<file path="src/rtl/noun_loader_pkg.sv">
// Shared widths, memory function codes and loader state encodings for noun_loader.
`ifndef MEM_FUNC_WRITE
`define MEM_FUNC_WRITE 2'b01
`endif

package noun_loader_pkg;

    localparam int unsigned ADDR_W         = 16;
    localparam int unsigned DATA_W         = 32;
    localparam int unsigned BYTES_PER_WORD = (DATA_W + 7) / 8;
    localparam int unsigned ASM_W          = BYTES_PER_WORD * 8;
    localparam int unsigned IDX_W          = (BYTES_PER_WORD > 1) ? $clog2(BYTES_PER_WORD) : 1;
    localparam int unsigned CNT_W          = 16;

    localparam logic [1:0] FUNC_NONE  = 2'b00;
    localparam logic [1:0] FUNC_WRITE = `MEM_FUNC_WRITE;

    typedef enum logic [3:0] {
        ST_IDLE = 4'd0,
        ST_HDR0 = 4'd1,
        ST_HDR1 = 4'd2,
        ST_BYTE = 4'd3,
        ST_REQ  = 4'd4,
        ST_WAIT = 4'd5,
        ST_DONE = 4'd6,
`ifdef LOADER_CHECKSUM_EN
        ST_CHK  = 4'd7,
`endif
        ST_ERR  = 4'd8
    } state_t;

endpackage

</file>
<file path="src/rtl/noun_loader_word_assembler.sv">
// word_assembler: drops each incoming byte into its little-endian lane of the word being built.
module word_assembler
    import noun_loader_pkg::*;
(
    input  logic             clk,
    input  logic             rst,
    input  logic             byte_valid,
    input  logic [7:0]       byte_data,
    input  logic [IDX_W-1:0] byte_idx,
    output logic [ASM_W-1:0] word_c,
    output logic             word_done_c
);

    logic [ASM_W-1:0] word_q;

    // Current word with this cycle's byte already merged, so the last byte needs no extra cycle.
    always_comb begin
        word_c = word_q;
        for (int unsigned k = 0; k < BYTES_PER_WORD; k++) begin
            if (byte_valid && (byte_idx == IDX_W'(k))) begin
                word_c[k*8 +: 8] = byte_data;
            end
        end
    end

    assign word_done_c = byte_valid && (byte_idx == IDX_W'(BYTES_PER_WORD - 1));

    always_ff @(posedge clk) begin
        if (!rst) begin
            word_q <= '0;
        end else if (byte_valid) begin
            word_q <= word_c;
        end
    end

endmodule

</file>
<file path="src/rtl/noun_loader.sv">
// noun_loader: one-shot host-link frame loader that writes N little-endian words to memory.
// Define LOADER_CHECKSUM_EN to require a trailing XOR checksum byte before completion.
module noun_loader
    import noun_loader_pkg::*;
#(
    parameter int unsigned BASE_ADDR = 1,
    parameter int unsigned TIMEOUT   = 1023
) (
    input  logic              clk,
    input  logic              rst,
    input  logic              in_valid,
    output logic              in_ready,
    input  logic [7:0]        in_data,
    output logic [1:0]        mem_func,
    output logic              mem_execute,
    output logic [ADDR_W-1:0] address,
    output logic [DATA_W-1:0] write_data,
    input  logic              mem_ready,
    output logic [ADDR_W-1:0] start_addr,
    output logic              load_done,
    output logic              load_error
);

    localparam int unsigned TMO_W = $clog2(TIMEOUT + 2);

    state_t            state;
    logic [CNT_W-1:0]  n_words;
    logic [CNT_W-1:0]  word_cnt;
    logic [7:0]        n_lo;
    logic [TMO_W-1:0]  tmo_cnt;
    logic [IDX_W-1:0]  byte_idx;
    logic              loaded;
`ifdef LOADER_CHECKSUM_EN
    logic [7:0]        chk;
`endif

    logic              take_c;
    logic              timed_c;
    logic              tmo_expired_c;
    logic              asm_valid_c;
    logic [ASM_W-1:0]  asm_word_c;
    logic              asm_done_c;

    assign take_c      = in_valid && in_ready;
    assign asm_valid_c = take_c && (state == ST_BYTE);

    always_comb begin
        timed_c = (state == ST_HDR1) || (state == ST_BYTE);
`ifdef LOADER_CHECKSUM_EN
        timed_c = timed_c || (state == ST_CHK);
`endif
    end

    assign tmo_expired_c = timed_c && !in_valid && (tmo_cnt == TMO_W'(TIMEOUT));

    // Execute is qualified by mem_ready in the same cycle so the memory sees it while it is ready.
    assign mem_execute = (state == ST_REQ) && mem_ready;
    assign start_addr  = ADDR_W'(BASE_ADDR);

    word_assembler u_asm (
        .clk         (clk),
        .rst         (rst),
        .byte_valid  (asm_valid_c),
        .byte_data   (in_data),
        .byte_idx    (byte_idx),
        .word_c      (asm_word_c),
        .word_done_c (asm_done_c)
    );

    always_ff @(posedge clk) begin
        if (!rst) begin
            state      <= ST_IDLE;
            in_ready   <= 1'b0;
            load_done  <= 1'b0;
            load_error <= 1'b0;
            mem_func   <= FUNC_NONE;
            address    <= '0;
            write_data <= '0;
            word_cnt   <= '0;
            tmo_cnt    <= '0;
            n_words    <= '0;
            n_lo       <= '0;
            byte_idx   <= '0;
            loaded     <= 1'b0;
`ifdef LOADER_CHECKSUM_EN
            chk        <= '0;
`endif
        end else begin
            load_done <= 1'b0;

            // Idle-gap counter only runs while the host owes us a byte mid-frame.
            if (timed_c && !in_valid) begin
                tmo_cnt <= tmo_cnt + TMO_W'(1);
            end else begin
                tmo_cnt <= '0;
            end

`ifdef LOADER_CHECKSUM_EN
            if (take_c && (state != ST_CHK)) begin
                chk <= chk ^ in_data;
            end
`endif

            if (tmo_expired_c) begin
                state      <= ST_ERR;
                in_ready   <= 1'b0;
                load_error <= 1'b1;
            end else begin
                case (state)
                    ST_IDLE: begin
                        if (!loaded) begin
                            state    <= ST_HDR0;
                            in_ready <= 1'b1;
                        end
                    end
                    ST_HDR0: begin
                        if (take_c) begin
                            n_lo  <= in_data;
                            state <= ST_HDR1;
                        end
                    end
                    ST_HDR1: begin
                        if (take_c) begin
                            n_words <= {in_data, n_lo};
                            if ({in_data, n_lo} == '0) begin
`ifdef LOADER_CHECKSUM_EN
                                state    <= ST_CHK;
`else
                                state    <= ST_DONE;
                                in_ready <= 1'b0;
`endif
                            end else begin
                                state <= ST_BYTE;
                            end
                        end
                    end
                    ST_BYTE: begin
                        if (asm_valid_c) begin
                            byte_idx <= asm_done_c ? '0 : byte_idx + IDX_W'(1);
                        end
                        if (asm_done_c) begin
                            state      <= ST_REQ;
                            in_ready   <= 1'b0;
                            address    <= ADDR_W'(BASE_ADDR) + ADDR_W'(word_cnt);
                            mem_func   <= FUNC_WRITE;
                            write_data <= asm_word_c[DATA_W-1:0];
                        end
                    end
                    ST_REQ: begin
                        if (mem_ready) begin
                            state <= ST_WAIT;
                        end
                    end
                    ST_WAIT: begin
                        if (mem_ready) begin
                            word_cnt <= word_cnt + CNT_W'(1);
                            mem_func <= FUNC_NONE;
                            if (word_cnt + CNT_W'(1) == n_words) begin
`ifdef LOADER_CHECKSUM_EN
                                state    <= ST_CHK;
                                in_ready <= 1'b1;
`else
                                state    <= ST_DONE;
`endif
                            end else begin
                                state    <= ST_BYTE;
                                in_ready <= 1'b1;
                            end
                        end
                    end
`ifdef LOADER_CHECKSUM_EN
                    ST_CHK: begin
                        if (take_c) begin
                            in_ready <= 1'b0;
                            if (in_data == chk) begin
                                state <= ST_DONE;
                            end else begin
                                state      <= ST_ERR;
                                load_error <= 1'b1;
                            end
                        end
                    end
`endif
                    ST_DONE: begin
                        state     <= ST_IDLE;
                        load_done <= 1'b1;
                        loaded    <= 1'b1;
                    end
                    ST_ERR: begin
                        in_ready   <= 1'b0;
                        load_error <= 1'b1;
                    end
                    default: begin
                        state      <= ST_ERR;
                        in_ready   <= 1'b0;
                        load_error <= 1'b1;
                    end
                endcase
            end
        end
    end

endmodule

</file>
<file path="config.mk">
export PLATFORM = sky130hd
export DESIGN_NAME = noun_loader
export DESIGN_NICKNAME = d
export VERILOG_FILES = /design/src/rtl/noun_loader_pkg.sv /design/src/rtl/noun_loader_word_assembler.sv /design/src/rtl/noun_loader.sv
export SDC_FILE = /design/constraint.sdc
export NUM_CORES = 1
export LEC_CHECK = 0
export BUFFER_PORTS_ARGS = -buffer_cell sky130_fd_sc_hd__buf_2
export CORE_UTILIZATION = 58
export CTS_CLUSTER_SIZE = 24
export DETAILED_ROUTE_END_ITERATION = 10
export GPL_TIMING_DRIVEN = 1
export PLACE_DENSITY = 0.79
export SLEW_MARGIN = 0
export SYNTH_ARGS = -nofsm -noshare
export SYNTH_HDL_FRONTEND = slang
export SYNTH_HIERARCHICAL = 1
export SYNTH_SLANG_ARGS = --single-unit
export TNS_END_PERCENT = 1
</file>
<file path="constraint.sdc">
create_clock -name clk -period 4.3 [get_ports clk]
set_input_delay 1.075 -clock clk [delete_from_list [all_inputs] [get_ports clk]]
set_output_delay 1.075 -clock clk [all_outputs]
set_load 0.05 [all_outputs]
</file>
======== After elaboration in Yosys (flattened, before gate mapping) ========
Index checks and enable logic that the tools add are counted.
storage, ports and cells
  bits in registers ....................... 143
  word-level logic and storage cells ...... 107
  bits of input ports ..................... 12
cells by class
  add/subtract/negate cells ............... 3
  bitwise gates (word level) .............. 4
  muxes and demuxes ....................... 28
  equality and inequality tests ........... 28
  reductions and logical operators ........ 29
operators with widths
  operator                                                           count
  8-bit 2-to-1 mux                                                   4
  4-bit one-hot mux with 8 select lines                              1
  4-bit 2-to-1 mux                                                   7
  7-bit AND reduction                                                3
  3-bit != test, second input constant                               6
  16-bit by 1-bit adder with 16-bit output, second input constant    1
  16-bit == test                                                     1
  16-bit zero test                                                   1
  2-bit != test, second input constant                               8
  3-bit AND reduction                                                5
  4-bit by 3-bit == test with 1-bit output, second input constant    3
  11-bit by 1-bit adder with 11-bit output, second input constant    1
  11-bit by 10-bit == test with 1-bit output, second input constant  1
  1-bit logical AND                                                  9
  1-bit 2-to-1 mux                                                   9
  4-bit by 2-bit == test with 1-bit output, second input constant    2
  7-bit OR reduction                                                 1
  2-bit 2-to-1 mux                                                   3
  3-bit 2-to-1 mux                                                   2
  1-bit one-hot mux with 5 select lines                              1
  2-bit == test, second input constant                               2
  4-bit by 1-bit == test with 1-bit output, second input constant    1
  4-bit == test, second input constant                               1
  4-bit zero test                                                    1
  13 further kinds                                                   18

======== Longest topological paths before layout ========
Gate-level depths: netlist of the first run.
  depth in word-level cells ............... 6
  depth in mapped cells ................... 14
  gate-level depth less buffers ........... 12

======== Hierarchy ========
The synthesis of the first run kept the hierarchy.
by module, submodules not included
  module          cells an instance  instances  area each (sq um)
  noun_loader     606                1          5256.3
  word_assembler  149                1          1621.6

======== Worst setup path after synthesis of the first run ========
No wires, ideal clock.
  path kind ............................... input to register
  start ................................... input in_valid
  end ..................................... register in_ready
  slack ................................... 831 ps
  arrival time ............................ 3400 ps
  cell stages on the path ................. 11
  library setup time ...................... 69 ps
  required time ........................... 4231 ps
  path through ............................ nand2_1 > or3_1 > inv_1 > nand3_2 > buf_6 > inv_1 > nand2_1 > o211a_1 > o41a_1 > or3b_2 > o21ai_1
on the way
  longest elaborated chain between the ends .. 5
  elaborated cells on any way between the ends .. 10
  classes of those cells .................. eq/ne (2); reduce/logical (8)
RTL lines
  what                           RTL line                          RTL
  start, declared                noun_loader.sv:11                 input logic in_valid,
  1-bit logical AND              noun_loader.sv:44                 assign take_c = in_valid && in_ready;
  1-bit logical AND              noun_loader.sv:45                 assign asm_valid_c = take_c && (state == ST_BYTE);
  via asm_valid_c                noun_loader.sv:40                 logic asm_valid_c;
  1-bit logical AND              noun_loader_word_assembler.sv:26  assign word_done_c = byte_valid && (byte_idx == IDX_W'(BYTES_PER_WORD - 1));
  via asm_done_c                 noun_loader.sv:42                 logic asm_done_c;
  2-bit != test (no line)        -
  7-bit AND reduction (no line)  -
  end signal, assigned           noun_loader.sv:73                 in_ready <= 1'b0;
  end signal, assigned           noun_loader.sv:106                in_ready <= 1'b0;
  end signal, assigned           noun_loader.sv:113                in_ready <= 1'b1;
  end, declared                  noun_loader.sv:12                 output logic in_ready,
The timed path passes the listed nets, and every way through them passes these cells.
A chain may end at the register's enable or synchronous reset.

======== Worst setup path after layout of the first run ========
  start ................................... register state[0]
  end ..................................... register write_data[13]
on the way
  elaborated cells on any way between the ends .. 11
  classes of those cells .................. eq/ne (2); mux (1); bitwise (1); reduce/logical (7)
RTL lines
  what                                      RTL line                          RTL
  start, declared                           noun_loader.sv:26                 state_t state;
  start signal, assigned                    noun_loader.sv:72                 state <= ST_IDLE;
  start signal, assigned                    noun_loader.sv:105                state <= ST_ERR;
  start signal, assigned                    noun_loader.sv:112                state <= ST_HDR0;
  4-bit by 2-bit == test with 1-bit output  noun_loader.sv:45
  1-bit logical AND                         noun_loader.sv:45
  via asm_valid_c                           noun_loader.sv:40
  1-bit logical AND                         noun_loader_word_assembler.sv:26
  via asm_done_c                            noun_loader.sv:42
  3-bit AND reduction (no line)             -
  end signal, assigned                      noun_loader.sv:146                write_data <= asm_word_c[DATA_W-1:0];
  end, declared                             noun_loader.sv:17                 output logic [DATA_W-1:0] write_data,
The timed path passes the listed nets, and every way through them passes these cells.

==> reports/qor.yml, run 1 <==
path_cells: "nand2b_1 -> or3_1 -> inv_1 -> nand3_2 -> inv_1 -> nand2_1 -> a311o_1 -> buf_4 -> nand2_1 -> a21oi_1"
grt-ovfl-total: 0
synth_top_area_share: 0.413
multi_input_area_um2: 3640
cap_violations: 0
ff2ff_path_depth: 10
cts_made_buffers: 17
initial_core_util: 0.600
dp.cells: 920
grt_pass1_vias: 5317
grt_pass1_wl_um: 25500
hpwl_um: 10500
antenna_left: 0
post-route-util: 0.664
p_leak_nw: 3.03
route.detailed.drc: 0
synth_area_leader_cell: "dfxtp_1"
final.setup.tns_ns: 0
cp-start-kind: "flip-flop"
nets: 810
clk_latency_ns: 0.42
dieArea_um2: 12300
synth_area_um2: 6880
routed_via_density: 5.71
async_reset_ff_frac: 0
whs_path_depth: 2
worst_slack_ns: 0.943
place_ws_ns: 0.618
fp.dieH_um: 111
slew_viol_final: 0
rows: 39
wl_um: 15300
grt_max_degree: 45
ir_worst_vdd_uv: 284
synth_area_per_cell_um2: 9.11
r2r_slack_ns: 0.94
diodes: 0
yosysSeqAreaShare: 0.413
tightest_slew_ns: 1.23
drt_iter0_markers: 361
fmaxAchievable_ghz: 0.298
postCtsHoldBufs: 0
rr_endpoint: "write_data[13]$_SDFFE_PN0P_"
min_to: "write_data[22]$_SDFFE_PN0P_"
htree_levels: 4
power.density_nw_per_um2: 395
synth.distinct_cells: 66
r2r-start: "state[0]$_SDFFE_PP0P_"
slew_headroom: 0.173
hp-class: "flip-flop to flip-flop"
die_w_um: 111
rsz0062_at_grt: "false"
status: "finished, final reports clean"
synthCells: 755
fin_skew_ns: 0.00737
setup_violations: 0
place_congestion: 0.898
critPathKind: "flip-flop to flip-flop"
synth_warnings: 6
min_period_ns: 3.36
cts.sinks: 142
gr-usage-all-layers: 0.258
cp_slowest_cell: "a311o_1"
synthToLayoutAreaGrowth_pct: 10.6
nFillCells: 925
fin_crit_sh: 0.781
drive_gt1_frac: 0.193
cp_max_fo: 26
crit_required_ns: 4.58
seq_area_um2: 2840
finalHoldViolations: 0
wl_per_cell_um: 16.1
crit_path_max_incr_delay_ns: 0.73
crit_path_end_kind: "flip-flop"
antenna_found_initial: 0
post_cts_buffers: 0
clkTransAtPathRegs_ns: 0.06
ios: 82
cts_tree: "done"
clockBufferDepth: 2
ys_top_cells_by_area: "dfxtp_1 41%, mux2i_1 8.3%, nand2_1 6.8%, nor2_1 4.6%, xnor2_1 4.2%"
core-area_um2: 11500
firstDrtPassIters: 5
vias: 5430
postCtsResizedCells: 0
synthFlopType: "dfxtp_1"
ys_seq_elements: 142
hold_path_startpoint: "write_data[22]$_SDFFE_PN0P_"
io_buffers: 64
synth_enable_flop_cells: 0
arrival_ns: 3.63
stdcell_count: 951
cts-root-buf: "clkbuf_16"
==> area by class of cell <==
type,instances,share of cell area
multi-input cells,551,0.478
clock buffers,21,0.0592
flip-flops and latches,142,0.374
repair buffers,73,0.0510
inverters,11,0.00543
well taps,143,0.0235
clock inverters,10,0.00888
==> synthesized netlist by cell type (all sizes together), types with 2 or more instances <==
master    n
nand3b    3
o211ai    5
xor2     20
nand2   126
dfxtp   142
mux2     32
xnor2    33
a31oi     3
clkbuf   20
nor2b     2
nor2     84
and4      8
inv      11
or4b      2
o21a      2
a211oi   20
a21oi    39
nor3      5
nand2b    5
nor4     11
ha        2
or3b      3
nand4     9
conb      2
nand3    18
mux2i    57
buf      46
and2      5
o21ai     7
xnor3     3
nor3b     3
and3     11
==> worst max path at each step <==
stage                           from                          end  slack, ns  depth (start not counted)
3_3_place_gp                in_valid   write_data[9]$_SDFFE_PN0P_       0.75                         11
4_1_cts        state[0]$_SDFFE_PP0P_  write_data[13]$_SDFFE_PN0P_       0.97                         10
5_1_grt        state[0]$_SDFFE_PP0P_  write_data[12]$_SDFFE_PN0P_       0.65                         10
2_1_floorplan               in_valid        in_ready$_SDFFE_PP0P_       0.83                         11
3_5_place_dp                in_valid  write_data[13]$_SDFFE_PN0P_       0.62                         11
6_report       state[0]$_SDFFE_PP0P_  write_data[13]$_SDFFE_PN0P_       0.94                         10
==> logic make-up after synthesis <==
kind of cell,Yosys count,share of synthesized area
simple gates,299,0.212
flops,142,0.413
mux,89,0.139
compound gates,88,0.0866
buf+inv,77,0.0664
xor+xnor,56,0.0773
fa+ha+maj,2,0.00364
other cells,2,0.00109
==> through the flow <==
stage | total power, mW | cell area, um2 | hold slack [ns]
after floorplan | 1.68 | 6930 | 0.430
after global routing | 3.12 | 7610 | 0.474
after global placement | 1.73 | 7090 | 0.442
final | 3.01 | 7610 | 0.451
after detailed placement | 1.74 | 7090 | 0.443
after CTS | 3.02 | 7610 | 0.453
==> power breakdown <==
part	switching [mW]	internal, mW	leakage, nW
Combinational	0.213	0.112	1.64
Clock	0.546	0.745	0.245
Sequential	0.0521	1.34	1.14
Total	0.811	2.20	3.03
==> worst max-delay path, delay by kind of cell (launching register included) <==
family | cells | cell delay [ns]
simple gates | 5 | 1.05
compound gates | 2 | 0.80
flops | 1 | 0.71
buf+inv | 3 | 0.65
==> flip-flops by register name, summed over array words and instances (netlist names) <==
signal	count
byte_idx	2
word_cnt	16
state	4
loaded	1
write_data	32
tmo_cnt	11
in_ready	1
u_asm/word_q	32
load_done	1
address	16
n_lo	8
n_words	16
mem_func	1
load_error	1
==> placed cells by master, fill, tap and decap left out, drive strengths merged, types with 3 or more instances in the layout <==
cell type and n:
clkbuf 21, mux2 32, nor4 11, and3 11, nand2 126, dfxtp 142
xor2 20, or3b 3, xnor3 3, o21ai 7, buf 73, inv 12
nand2b 5, clkinvlp 4, xnor2 33, nand3 18, nor3 5, a21oi 39
o211ai 5, clkinv 5, and2 5, a31oi 3, a211oi 20, mux2i 57
and4 8, nand3b 3, nor3b 3, conb 17, nor2 84, nand4 9
==> per-layer routing <==
metal / GRT usage / routed length (um) / part of all wire
met1: 0.332 / 7020 / 0.46
met2: 0.417 / 7260 / 0.47
met3: 0.0590 / 800 / 0.052
met4: 0.109 / 241 / 0.016
met5: 0 / 0 / 0
(Power assumes the default switching activity.)
==> run 2, diff against run 1 <==
--- a/config.mk
+++ b/config.mk
@@ -6,11 +6,11 @@
 export NUM_CORES = 1
 export LEC_CHECK = 0
 export BUFFER_PORTS_ARGS = -buffer_cell sky130_fd_sc_hd__buf_2
-export CORE_UTILIZATION = 58
+export CORE_UTILIZATION = 53
 export CTS_CLUSTER_SIZE = 24
 export DETAILED_ROUTE_END_ITERATION = 10
 export GPL_TIMING_DRIVEN = 1
-export PLACE_DENSITY = 0.79
+export PLACE_DENSITY = 0.77
 export SLEW_MARGIN = 0
 export SYNTH_ARGS = -nofsm -noshare
 export SYNTH_HDL_FRONTEND = slang
==> constraint.sdc (replaced) <==
create_clock -name clk -period 2.85 [get_ports clk]
set_input_delay 0.7125 -clock clk [delete_from_list [all_inputs] [get_ports clk]]
set_output_delay 0.7125 -clock clk [all_outputs]
set_load 0.05 [all_outputs]
==> reports/qor.yml, run 2 (synthesis results as in run 1) <==
cts_tree: "done"
setup_violations: 0  # unchanged
ir_worst_vdd_uv: 418  # +47%
whs_path_depth: 2  # unchanged
min_to: "write_data[0]$_SDFFE_PN0P_"
fp.dieH_um: 116  # +4.5%
fin_crit_sh: 0.912
whs_ns: 0.451  # -0.0000780 ns
cp-start-kind: "flip-flop"
antenna_found_initial: 0  # unchanged
hpwl_um: 11300  # +8.1%
io_buffers: 64  # unchanged
core-area_um2: 12600  # +10%
grt-ovfl-total: 0  # unchanged
power.density_nw_per_um2: 615  # +55%
cts.sinks: 142  # unchanged
status: "finished, final reports clean"
routed_via_density: 5.42  # -5.0%
drive_gt1_frac: 0.224  # +0.0314
cp_slowest_cell: "nor3b_1"
clk_latency_ns: 0.43  # about the same
clockBufferDepth: 2  # unchanged
cp_max_fo: 13  # -50%
cap_violations: 0  # unchanged
cts_made_buffers: 17  # unchanged
rr_endpoint: "state[2]$_SDFFE_PP0P_"
rsz0062_at_grt: "false"
reg_top3: "u_asm/word_q (32), write_data (32)"
min_period_ns: 2.60
cts-root-buf: "clkbuf_16"
stdcell_count: 1005  # +5.7%
finalHoldViolations: 0  # unchanged
initial_core_util: 0.545  # -0.0548
antenna_left: 0  # unchanged
r2r-start: "state[3]$_SDFFE_PN0P_"
arrival_ns: 1.89  # -1.74 ns
nets: 834  # +3.0%
postCtsResizedCells: 0  # unchanged
ios: 82  # unchanged
r2r_slack_ns: 0.27  # -0.67 ns
dieArea_um2: 13400  # +9.3%
slew_viol_final: 0  # unchanged
fin_skew_ns: 0.00998  # +0.00262 ns
postCtsHoldBufs: 0  # unchanged
synthToLayoutAreaGrowth_pct: 15.9
crit_path_max_incr_delay_ns: 0.44  # -0.29 ns
multi_input_area_um2: 3660  # +0.62%
place_congestion: 0.860  # -4.3%
die_w_um: 116  # +4.5%
post-route-util: 0.632  # -0.0318
critPathKind: "flip-flop to primary output"
ff2ff_path_depth: 12  # +2
diodes: 0  # unchanged
layout_common_cells: "141 x dfxtp_1, 123 x nand2_1, 84 x nor2_1"
hold_path_startpoint: "write_data[0]$_SDFFE_PN0P_"
firstDrtPassIters: 5  # unchanged
hp-class: "flip-flop to flip-flop"
nFillCells: 1039  # +12%
crit_family: "simple AND/OR/NAND/NOR gates"
crit_path_end_kind: "primary output"
path_cells: "buf_4 -> nor3b_1 -> and3_1 -> buf_2"
worst_slack_ns: 0.251  # -0.692 ns
crit_buf_inv: 2  # -1
place_ws_ns: -0.0341  # -0.652 ns
vias: 5449  # +0.35%
dp.cells: 973  # +5.8%
crit_required_ns: 2.14  # -2.44 ns
wl_um: 15700  # +2.3%
post_cts_buffers: 0  # unchanged
final_common_cell: "dfxtp_1"
power_mw: 4.90  # +63%
fmaxAchievable_ghz: 0.385
route.detailed.drc: 0  # unchanged
drt_iter0_markers: 399  # +11%
gr-usage-all-layers: 0.247  # -0.0115
grt_pass1_wl_um: 25400  # about the same
clkTransAtPathRegs_ns: 0.06  # about the same
wl_per_cell_um: 15.6  # -3.2%
p_leak_nw: 3.20  # +5.7%
seq_area_um2: 2840  # about the same
cp.depth: 4  # -6
htree_levels: 4  # unchanged
rows: 41  # +5.1%
grt_pass1_vias: 5212  # -2.0%
grt_max_degree: 43  # -4.4%
## run 2: routing by layer
layer / routed length (um) / vias to the layer above / global-route usage
met5: 0 / - / 0
li1: - / 2699 / -
met2: 7480 / 131 / 0.405
met3: 642 / 24 / 0.0575
met4: 249 / 0 / 0.0863
met1: 7310 / 2595 / 0.318
## run 2: worst max path at each step
stage                           from               endpoint  slack (ns)
4_1_cts        state[2]$_SDFFE_PP0P_            mem_execute        0.26
6_report       state[2]$_SDFFE_PP0P_            mem_execute        0.25
3_3_place_gp                in_valid  in_ready$_SDFFE_PP0P_        0.10
3_5_place_dp                in_valid  state[2]$_SDFFE_PP0P_       -0.03
2_1_floorplan               in_valid  in_ready$_SDFFE_PP0P_        0.03
5_1_grt        state[3]$_SDFFE_PN0P_  state[2]$_SDFFE_PP0P_        0.14
## run 2: report_power, final
part,switching (mW),internal [mW]
Clock,0.861,1.38
Sequential,0.0312,2.03
Combinational,0.395,0.205
## run 2: tightest hold or removal path, delay by kind of cell, from the launching register on
kind | cells | cell delay, ns
flip-flops | 1 | 0.31
AO/OA/AOI/OAI | 1 | 0.05
AND/OR/NAND/NOR | 1 | 0.05
## run 2: stage by stage
step | setup TNS, ns | instance area, um2
global route | 0 | 7970
global placement | 0 | 7370
CTS | 0 | 7970
detailed placement | -0.0341 | 7370
finish | 0 | 7970
floorplan | 0 | 6970
## run 2: layout make-up
| class | count | share of cell area |
|---|---|---|
| inverter | 11 | 0.00581 |
| tap | 172 | 0.0270 |
| clock inverter | 12 | 0.0202 |
| multi-input combinational | 551 | 0.460 |
| sequential | 142 | 0.357 |
| timing repair buffer | 97 | 0.0760 |
| clock buffer | 20 | 0.0548 |
